--- src/rtl/pulse_train_generator.sv ---
// Programmable pulse train generator: emits N pulses of H active / L inactive cycles
// and pushes a timestamped 128-bit report on completion, abort or restart.
module pulse_train_generator #(
  parameter int DATA_WIDTH = 16
) (
  input  logic          clk,
  input  logic          reset,
  input  logic [63:0]   cmd_in,
  input  logic          valid,
  input  logic [63:0]   counter,
  output logic          pulse_out,
  output logic          busy,
  output logic          write,
  output logic [127:0]  report_out
);

  localparam int W = DATA_WIDTH;

  localparam logic [3:0] OP_START     = 4'd1;
  localparam logic [3:0] OP_STOP      = 4'd2;
  localparam logic [3:0] OP_SET_IDLE  = 4'd3;
  localparam logic [3:0] ST_DONE      = 4'd1;
  localparam logic [3:0] ST_ABORTED   = 4'd2;
  localparam logic [3:0] ST_RESTARTED = 4'd3;

  typedef enum logic [1:0] {S_IDLE, S_HIGH, S_LOW} state_t;

  state_t         state, next_state;
  logic [W-1:0]   h_len, l_len, n_total, phase_cnt, tally;
  logic           idle_level;

  logic [3:0]     opcode;
  logic [W-1:0]   cmd_h, cmd_l, cmd_n;
  logic           cmd_start, cmd_stop, cmd_set_idle;
  logic           start_train, go_high, go_low, rpt_en;
  logic [3:0]     rpt_status;
  logic [W-1:0]   rpt_tally;
  logic           unused_cmd;

  // A programmed length of 0 behaves as a one-cycle phase.
  function automatic logic [W-1:0] min_one(input logic [W-1:0] v);
    return (v == '0) ? W'(1) : v;
  endfunction

  assign opcode       = cmd_in[63:60];
  assign cmd_h        = cmd_in[3*W-1:2*W];
  assign cmd_l        = cmd_in[2*W-1:W];
  assign cmd_n        = cmd_in[W-1:0];
  assign cmd_start    = valid && (opcode == OP_START);
  assign cmd_stop     = valid && (opcode == OP_STOP);
  assign cmd_set_idle = valid && (opcode == OP_SET_IDLE);
  assign unused_cmd   = ^cmd_in[59:0];

  always_ff @(posedge clk) begin
    if (reset) state <= S_IDLE;
    else       state <= next_state;
  end

  // Commands take priority over the phase timer in the same cycle.
  always_comb begin
    next_state  = state;
    start_train = 1'b0;
    go_high     = 1'b0;
    go_low      = 1'b0;
    rpt_en      = 1'b0;
    rpt_status  = ST_DONE;
    rpt_tally   = tally;
    if (cmd_start) begin
      if (state != S_IDLE) begin
        rpt_en     = 1'b1;
        rpt_status = ST_RESTARTED;
      end else if (cmd_n == '0) begin
        rpt_en     = 1'b1;
        rpt_tally  = '0;
      end
      if (cmd_n != '0) begin
        next_state  = S_HIGH;
        start_train = 1'b1;
      end else begin
        next_state  = S_IDLE;
      end
    end else if (cmd_stop && (state != S_IDLE)) begin
      next_state = S_IDLE;
      rpt_en     = 1'b1;
      rpt_status = ST_ABORTED;
    end else begin
      case (state)
        S_HIGH: if (phase_cnt == '0) begin
          next_state = S_LOW;
          go_low     = 1'b1;
        end
        S_LOW: if (phase_cnt == '0) begin
          if (tally < n_total) begin
            next_state = S_HIGH;
            go_high    = 1'b1;
          end else begin
            next_state = S_IDLE;
            rpt_en     = 1'b1;
          end
        end
        default: ;
      endcase
    end
  end

  always_comb begin
    busy      = (state != S_IDLE);
    pulse_out = idle_level ^ (state == S_HIGH);
  end

  always_ff @(posedge clk) begin
    if (reset) begin
      tally      <= '0;
      idle_level <= 1'b0;
      write      <= 1'b0;
      report_out <= '0;
    end else begin
      write <= rpt_en;
      if (rpt_en)
        report_out <= {counter, rpt_status, {(60-W){1'b0}}, rpt_tally};
      if (start_train)
        tally <= W'(1);
      else if (cmd_start)
        tally <= '0;
      else if (go_high)
        tally <= tally + W'(1);
      if (cmd_set_idle && (state == S_IDLE))
        idle_level <= cmd_in[0];
    end
  end

  // Phase timer counts down to zero; only meaningful while a train is active.
  always_ff @(posedge clk) begin
    if (start_train) begin
      h_len     <= min_one(cmd_h);
      l_len     <= min_one(cmd_l);
      n_total   <= cmd_n;
      phase_cnt <= min_one(cmd_h) - W'(1);
    end else if (go_low) begin
      phase_cnt <= l_len - W'(1);
    end else if (go_high) begin
      phase_cnt <= h_len - W'(1);
    end else if (state != S_IDLE) begin
      phase_cnt <= phase_cnt - W'(1);
    end
  end

endmodule

--- config.mk ---
export PLATFORM = sky130hd
export DESIGN_NAME = pulse_train_generator
export DESIGN_NICKNAME = d
export VERILOG_FILES = /design/src/rtl/pulse_train_generator.sv
export SDC_FILE = /design/constraint.sdc
export NUM_CORES = 1
export LEC_CHECK = 0
export ABC_AREA = 1
export BUFFER_PORTS_ARGS = -buffer_cell sky130_fd_sc_hd__buf_2
export CELL_PAD_IN_SITES_DETAIL_PLACEMENT = 2
export CELL_PAD_IN_SITES_GLOBAL_PLACEMENT = 2
export CORE_ASPECT_RATIO = 0.7
export CORE_UTILIZATION = 31
export CTS_BUF_LIST = sky130_fd_sc_hd__clkbuf_2 sky130_fd_sc_hd__clkbuf_4 sky130_fd_sc_hd__clkbuf_8
export DETAILED_ROUTE_END_ITERATION = 7
export GPL_TIMING_DRIVEN = 0
export PLACE_DENSITY = 0.95
export SLEW_MARGIN = 30
export SYNTH_ARGS = -nofsm -noshare
export SYNTH_HDL_FRONTEND = slang
export SYNTH_SLANG_ARGS = --single-unit
export TNS_END_PERCENT = 5
--- constraint.sdc ---
create_clock -name clk -period 7.9 [get_ports clk]
set_clock_uncertainty 0.05 [all_clocks]
set_input_delay 1.185 -clock clk [delete_from_list [all_inputs] [get_ports clk]]
set_output_delay 1.185 -clock clk [all_outputs]
set_load 0.03 [all_outputs]
Yosys cells after proc, flatten, opt, wreduce, memory -nomap -nowiden
Cells that the tools add are included.
{"block": "classes", "add_sub_neg": 5, "order_cmp": 1, "n_eq_ne": 7, "muxes": 39, "n_bitwise": 1, "reduce_logical": 17}
{"cell": "$mux W16", "count": 8}
{"cell": "$logic_not A16 Y1", "count": 4}
{"cell": "$sub A16 B1 Y16 const B", "count": 4}
{"cell": "$mux W1", "count": 23}
{"cell": "$add A16 B1 Y16 const B", "count": 1}
{"cell": "$lt A16 B16 Y1", "count": 1}
{"cell": "$reduce_bool A16 Y1", "count": 1}
{"cell": "$mux W2", "count": 6}
{"cell": "$eq A4 B2 Y1 const B", "count": 2}
{"cell": "$ne A4 B4 Y1 const B", "count": 2}
{"cell": "$reduce_bool A4 Y1", "count": 2}
{"cell": "$logic_and A1 B1 Y1", "count": 5}
{"cell": "$eq A4 B1 Y1 const B", "count": 1}
{"cell": "$mux W4", "count": 1}
{"cell": "$pmux W2 S2", "count": 1}
{"cell": "$reduce_and A3 Y1", "count": 1}
{"cell": "$reduce_bool A3 Y1", "count": 1}
{"cell": "$reduce_or A3 Y1", "count": 1}
{"cell": "$eq A2 B1 Y1 const B", "count": 1}
{"cell": "$eq A2 B2 Y1 const B", "count": 1}
{"cell": "$logic_not A2 Y1", "count": 1}
{"cell": "$reduce_bool A2 Y1", "count": 1}
{"cell": "$xor A1 B1 Y1", "count": 1}
{"block": "totals", "ff_bits": 168, "inputBits": 131, "word_cells": 80}

Longest topological paths before layout
{"block": "depth", "word_depth": 9, "depth_mapped": 23, "mapped_depth_nobuf": 23}

Worst setup path after synthesis
Ideal clock, no wire load.
{"block": "synth_path", "kind": "input port to flip-flop", "from": "input port cmd_in[63]", "to": "register phase_cnt[10] (data pin)", "setup_ps": 256, "t_arrival_ps": 3287, "slack_ps": 4307, "stages": 13, "path_buffers": 1, "cell_sequence": "or2_4 -> nor3_4 -> inv_2 -> nor2_4 -> buf_4 -> nand2_1 -> nand2_1 -> ha_1 -> nand3_2 -> inv_2 -> nand2_1 -> o21ai_1 -> nand2_1"}
{"block": "synth_between", "word_cells_on_any_way": 13}
{"item": "start: declaration", "line": "8", "source": "input logic [63:0] cmd_in,"}
{"item": "$eq A4 B1 Y1", "line": "49", "source": "assign cmd_start = valid && (opcode == OP_START);"}
{"item": "$logic_and A1 B1 Y1", "line": "49"}
{"item": "$mux W1", "line": "68", "source": "if (cmd_start) begin"}
{"item": "via start_train", "line": "35", "source": "logic start_train, go_high, go_low, rpt_en;"}
{"item": "$mux W16", "line": "134", "source": "if (start_train) begin"}
{"item": "end signal: assignment", "line": "138", "source": "phase_cnt <= min_one(cmd_h) - W'(1);"}
{"item": "end signal: assignment", "line": "140", "source": "phase_cnt <= l_len - W'(1);"}
{"item": "end signal: assignment", "line": "142", "source": "phase_cnt <= h_len - W'(1);"}
{"item": "end: declaration", "line": "29", "source": "logic [W-1:0] h_len, l_len, n_total, phase_cnt, tally;"}
The timed path passes the listed nets, and every way through them passes these cells.
A chain may end at the register's enable or synchronous reset.

Worst setup path in the final report
{"block": "layout_path", "from": "input port cmd_in[63]", "to": "register phase_cnt[12] (data pin)"}
The elaborated chain is that of the path after synthesis.

==> impl_table.tex <==
\begin{tabular}{lr}
\hline
Metric & Value \\
\hline
\multicolumn{2}{l}{\textbf{Pwr}} \\
\quad Internal power of the cells & 0.00119 W \\
\quad Fraction of power consumed by sequential logic & 0.548 \\
\quad Sw power & 0.000479 W \\
\quad Clock power share & 0.336 \\
\quad Cell area power density & 171 mW/mm\^{}2 \\
\quad Static leakage & 4.73 nW \\
\quad Switch share & 0.287 \\
\quad Maximum vdd drop & 0.0990 mV \\
\quad Logic gate share of total power & 0.116 \\
\multicolumn{2}{l}{\textbf{Die}} \\
\quad Die Y-Extent & 135 um \\
\quad Die Wd & 192 um \\
\quad Total Die Area & 0.0260 mm\^{}2 \\
\quad Top Ports & 262 \\
\quad Row cnt & 48 \\
\quad Core Box Area & 0.0248 mm\^{}2 \\
\quad Initial core utilization & 0.317 \\
\multicolumn{2}{l}{\textbf{Synth}} \\
\quad Largest cells by area after synthesis & sky130\_fd\_sc\_hd\_\_dfxtp\_1, sky130\_fd\_sc\_hd\_\_edfxtp\_1, sky130\_fd\_sc\_hd\_\_nor2\_1, sky130\_fd\_sc\_hd\_\_nand2\_1, sky130\_fd\_sc\_hd\_\_buf\_4 \\
\quad FFs w/ async S/R, synth & 0 \\
\quad Part of the Yosys area used for sequential elements & 0.504 \\
\quad Number of distinct library cell variants in the gate-level netlist after synthesis & 41 \\
\quad Dominant synthesized flop cell & sky130\_fd\_sc\_hd\_\_dfxtp\_1 \\
\quad Number of enable-type register cells in the synthesized netlist & 64 \\
\quad Mapped cell area & 0.00787 mm\^{}2 \\
\quad Flip-flop and latch count after synthesis & 166 \\
\quad Synth Area per Inst & 8.00 um\^{}2 \\
\quad Total of warnings raised by yosys & 0 \\
\quad Yosys top cell area share & 0.259 \\
\quad Syn Inst Count & 984 \\
\quad Library cell occupying the most area in the post-synthesis netlist & sky130\_fd\_sc\_hd\_\_dfxtp\_1 \\
\multicolumn{2}{l}{\textbf{Worst setup path}} \\
\quad Worst-path fanout max & 57 \\
\quad Critical path start-end classification & input port to flop \\
\quad Data required time of the critical path & 8.10 ns \\
\quad Logic depth of the worst register-to-register path & 19 \\
\quad Arr. time, crit path & 4.23 ns \\
\quad Critical path capture point type & flop \\
\quad Worst reg2reg path startpoint & tally[9] \\
\quad Launch point of the critical path & cmd\_in[63] \\
\quad Critical Path Source Type & input port \\
\multicolumn{2}{l}{\textbf{STA}} \\
\quad Worst hold slack across all endpoints & 0.419 ns \\
\quad Setup TNS & 0 ns \\
\quad Max-slew headroom at the worst pin & 0.388 \\
\quad Final period utilization & 0.511 \\
\quad Final Hold Fails & 0 \\
\quad Final min period & 4.04 ns \\
\quad Max Transition Viols Final & 0 \\
\quad Maximum clock frequency & 248 MHz \\
\quad Slew of the pin with the lowest slew margin & 0.909 ns \\
\quad Setup slack after layout & 3.86 ns \\
\quad RSZ-0062 raised after global routing & false \\
\quad Final setup vio count & 0 \\
\multicolumn{2}{l}{\textbf{Clock network}} \\
\quad Post-cts resize count & 0 \\
\quad Bufs on Longest Clock Path & 2 \\
\quad Clk sink count & 166 \\
\quad H-Tree Depth & 4 \\
\quad Hold buffers post-CTS & 0 \\
\quad Clock-pin transition on the worst setup and hold timing paths & 0.09 ns \\
\quad Clock buffer count from CTS & 17 \\
\quad TritonCTS clock tree & built \\
\quad Clock network latency to the later pin of the worst-skew pair & 0.49 ns \\
\quad Number of post-CTS setup repair buffers & 0 \\
\quad Cell at the root of the clock tree & sky130\_fd\_sc\_hd\_\_clkbuf\_8 \\
\multicolumn{2}{l}{\textbf{Min path}} \\
\quad Hold-critical path depth & 2 \\
\quad HP Start & report\_out[4] \\
\quad Hold WC Path Type & flop to flop \\
\multicolumn{2}{l}{\textbf{Placement}} \\
\quad Placer congestion estimate & 0.865 \\
\quad Count of placed standard cells including taps & 1557 \\
\quad Half-perimeter wire length after placement & 23300 um \\
\quad Number of I/O port buffers & 203 \\
\quad Post-Place Worst Slack & 3.41 ns \\
\multicolumn{2}{l}{\textbf{Layout}} \\
\quad Area overhead of the layout relative to synthesis & 24.4\% \\
\quad Post-layout instance count excluding filler cells & 1591 \\
\quad Final-stage net count & 1399 \\
\quad Layout fillers & 2908 \\
\quad Share of post-route cells with drive strength above 1 & 0.251 \\
\multicolumn{2}{l}{\textbf{Drt}} \\
\quad Final antenna-violating net count & 0 \\
\quad DRC & 16 \\
\quad Wire length on met2 & 14800 um \\
\quad Via count of the routed design & 7668 \\
\quad Detailed-route wire length & 30400 um \\
\quad Detailed Routing Iterations Pass 1 & 7 \\
\quad Routed length per instance & 19.1 um \\
\quad Avg Vias per Cell & 4.82 \\
\quad Top routing layer in use & met5 \\
\quad DRC violation total after the first TritonRoute iteration & 344 \\
\quad Routed metal-1 wire length & 13400 um \\
\quad Met3 WL post-DR & 1240 um \\
\multicolumn{2}{l}{\textbf{Run}} \\
\quad Maxcap violations & 0 \\
\multicolumn{2}{l}{\textbf{Global routing}} \\
\quad GRT Residual Overflow & 0 \\
\quad Initial antenna violation count & 1 \\
\quad Maximum number of pins on one net before global-route repair & 58 \\
\quad Vias in the first global route & 8410 \\
\quad Wire length of the first global-routing pass & 46600 um \\
\quad Total Routing Usage GR & 0.236 \\
\multicolumn{2}{l}{\textbf{Run status}} \\
\quad Outcome & finished, violations left \\
\quad Violated checks & DRC \\
\hline
\end{tabular}
## power groups by stage
stage / combinational, W / clock, W / sequential, W
finish: 0.000194 / 0.000562 / 0.000914
global route: 0.000209 / 0.000599 / 0.000916
CTS: 0.000193 / 0.000570 / 0.000914
detailed placement: 0.000190 / 0 / 0.000934
global placement: 0.000182 / 0 / 0.000932
floorplan: 0.000102 / 0 / 0.000948
## synthesized netlist by cell type, drive strengths merged (2+ instances only)
master  number
a21oi       43
clkbuf      55
dfxtp      102
edfxtp      64
inv         98
nor3        13
buf         54
nand4       12
o21ai       79
nand3       56
or2          5
xnor2        4
a31oi        3
o21a         2
nor2       180
nand2      168
ha          17
nor4        11
o21bai       4
xor2         5
## metal layers
| layer | global-route usage | vias up |
|---|---|---|
| met3 | 0.0464 | 60 |
| li1 | - | 3610 |
| met4 | 0.0971 | 2 |
| met2 | 0.397 | 195 |
| met1 | 0.297 | 3801 |
| met5 | 0 | - |
## logic make-up after synthesis
| group | after synthesis | synth area share |
|---|---|---|
| AND/OR/NAND/NOR | 447 | 0.244 |
| buffers and inverters | 208 | 0.123 |
| flip-flops | 166 | 0.504 |
| AO/OA/AOI/OAI | 136 | 0.0917 |
| adder cells (fa/ha/maj) | 17 | 0.0270 |
| XOR/XNOR | 9 | 0.0100 |
| other | 1 | 0.000476 |
## final cells by class
class / instances / area [um^2] / area share
Clock inverter: 12 / 63.8 / 0.00652
Timing Repair Buffer: 203 / 1020 / 0.104
Tap cell: 325 / 407 / 0.0415
Multi-Input combinational cell: 655 / 3110 / 0.317
Inverter: 99 / 372 / 0.0380
Antenna cell: 2 / 5.00 / 0.000511
Sequential cell: 166 / 3960 / 0.405
Clock buffer: 20 / 256 / 0.0262
Buffer: 109 / 599 / 0.0612
## registers in the layout (all words and copies together) (netlist names)
name        cells
tally          16
write           1
state           2
n_total        16
l_len          16
phase_cnt      16
h_len          16
report_out     82
idle_level      1
## layout by cell type (no fill, tap or decap), types with 2 or more instances in the layout
master,count
sky130_fd_sc_hd__o21ai_0,66
sky130_fd_sc_hd__nor4_1,11
sky130_fd_sc_hd__or2_2,3
sky130_fd_sc_hd__conb_1,46
sky130_fd_sc_hd__nand3_1,54
sky130_fd_sc_hd__edfxtp_1,64
sky130_fd_sc_hd__nor3_1,12
sky130_fd_sc_hd__nor2_2,9
sky130_fd_sc_hd__xnor2_1,4
sky130_fd_sc_hd__a21oi_1,42
sky130_fd_sc_hd__clkinv_2,4
sky130_fd_sc_hd__o21ai_1,13
sky130_fd_sc_hd__buf_2,208
sky130_fd_sc_hd__clkbuf_4,3
sky130_fd_sc_hd__nand3_2,2
sky130_fd_sc_hd__buf_4,49
sky130_fd_sc_hd__clkbuf_8,17
sky130_fd_sc_hd__nor2_1,170
sky130_fd_sc_hd__dfxtp_1,102
sky130_fd_sc_hd__nand2_1,164
sky130_fd_sc_hd__inv_1,89
sky130_fd_sc_hd__o21a_1,2
sky130_fd_sc_hd__diode_2,2
sky130_fd_sc_hd__inv_2,9
sky130_fd_sc_hd__nand2_2,4
sky130_fd_sc_hd__xor2_1,5
sky130_fd_sc_hd__clkinv_1,5
sky130_fd_sc_hd__clkinvlp_4,3
sky130_fd_sc_hd__a31oi_1,3
sky130_fd_sc_hd__clkbuf_1,55
sky130_fd_sc_hd__ha_1,17
sky130_fd_sc_hd__o21bai_1,4
sky130_fd_sc_hd__nand4_1,11
## worst paths after layout
kind,endpoint,slack (ns)
setup / recovery,phase_cnt[12],3.86
hold / removal,report_out[4],0.42
setup reg to reg,phase_cnt[10],4.14
hold reg to reg,report_out[4],0.42
## stage by stage
step | cell area (um^2) | power [W] | utilization
2_1_floorplan | 8040 | 0.00105 | -
3_3_place_gp | 9460 | 0.00111 | 0.382
3_5_place_dp | 9460 | 0.00112 | 0.382
4_1_cts | 9780 | 0.00168 | 0.394
5_1_grt | 9780 | 0.00172 | 0.394
6_report | 9790 | 0.00167 | 0.395
## worst max-delay path, cell delays in order
cell and delay, ns:
sky130_fd_sc_hd__buf_2 0.10, sky130_fd_sc_hd__or2_4 0.28, sky130_fd_sc_hd__nor3_4 0.22, sky130_fd_sc_hd__inv_2 0.17, sky130_fd_sc_hd__nor2_4 0.34, sky130_fd_sc_hd__buf_4 0.72
sky130_fd_sc_hd__nand2_1 0.20, sky130_fd_sc_hd__nand2_1 0.24, sky130_fd_sc_hd__nand2_1 0.13, sky130_fd_sc_hd__nor2_1 0.29, sky130_fd_sc_hd__nand3_1 0.16, sky130_fd_sc_hd__nand2_1 0.11
sky130_fd_sc_hd__nand2_1 0.06
Note: power is estimated with default switching activity, not from simulation.
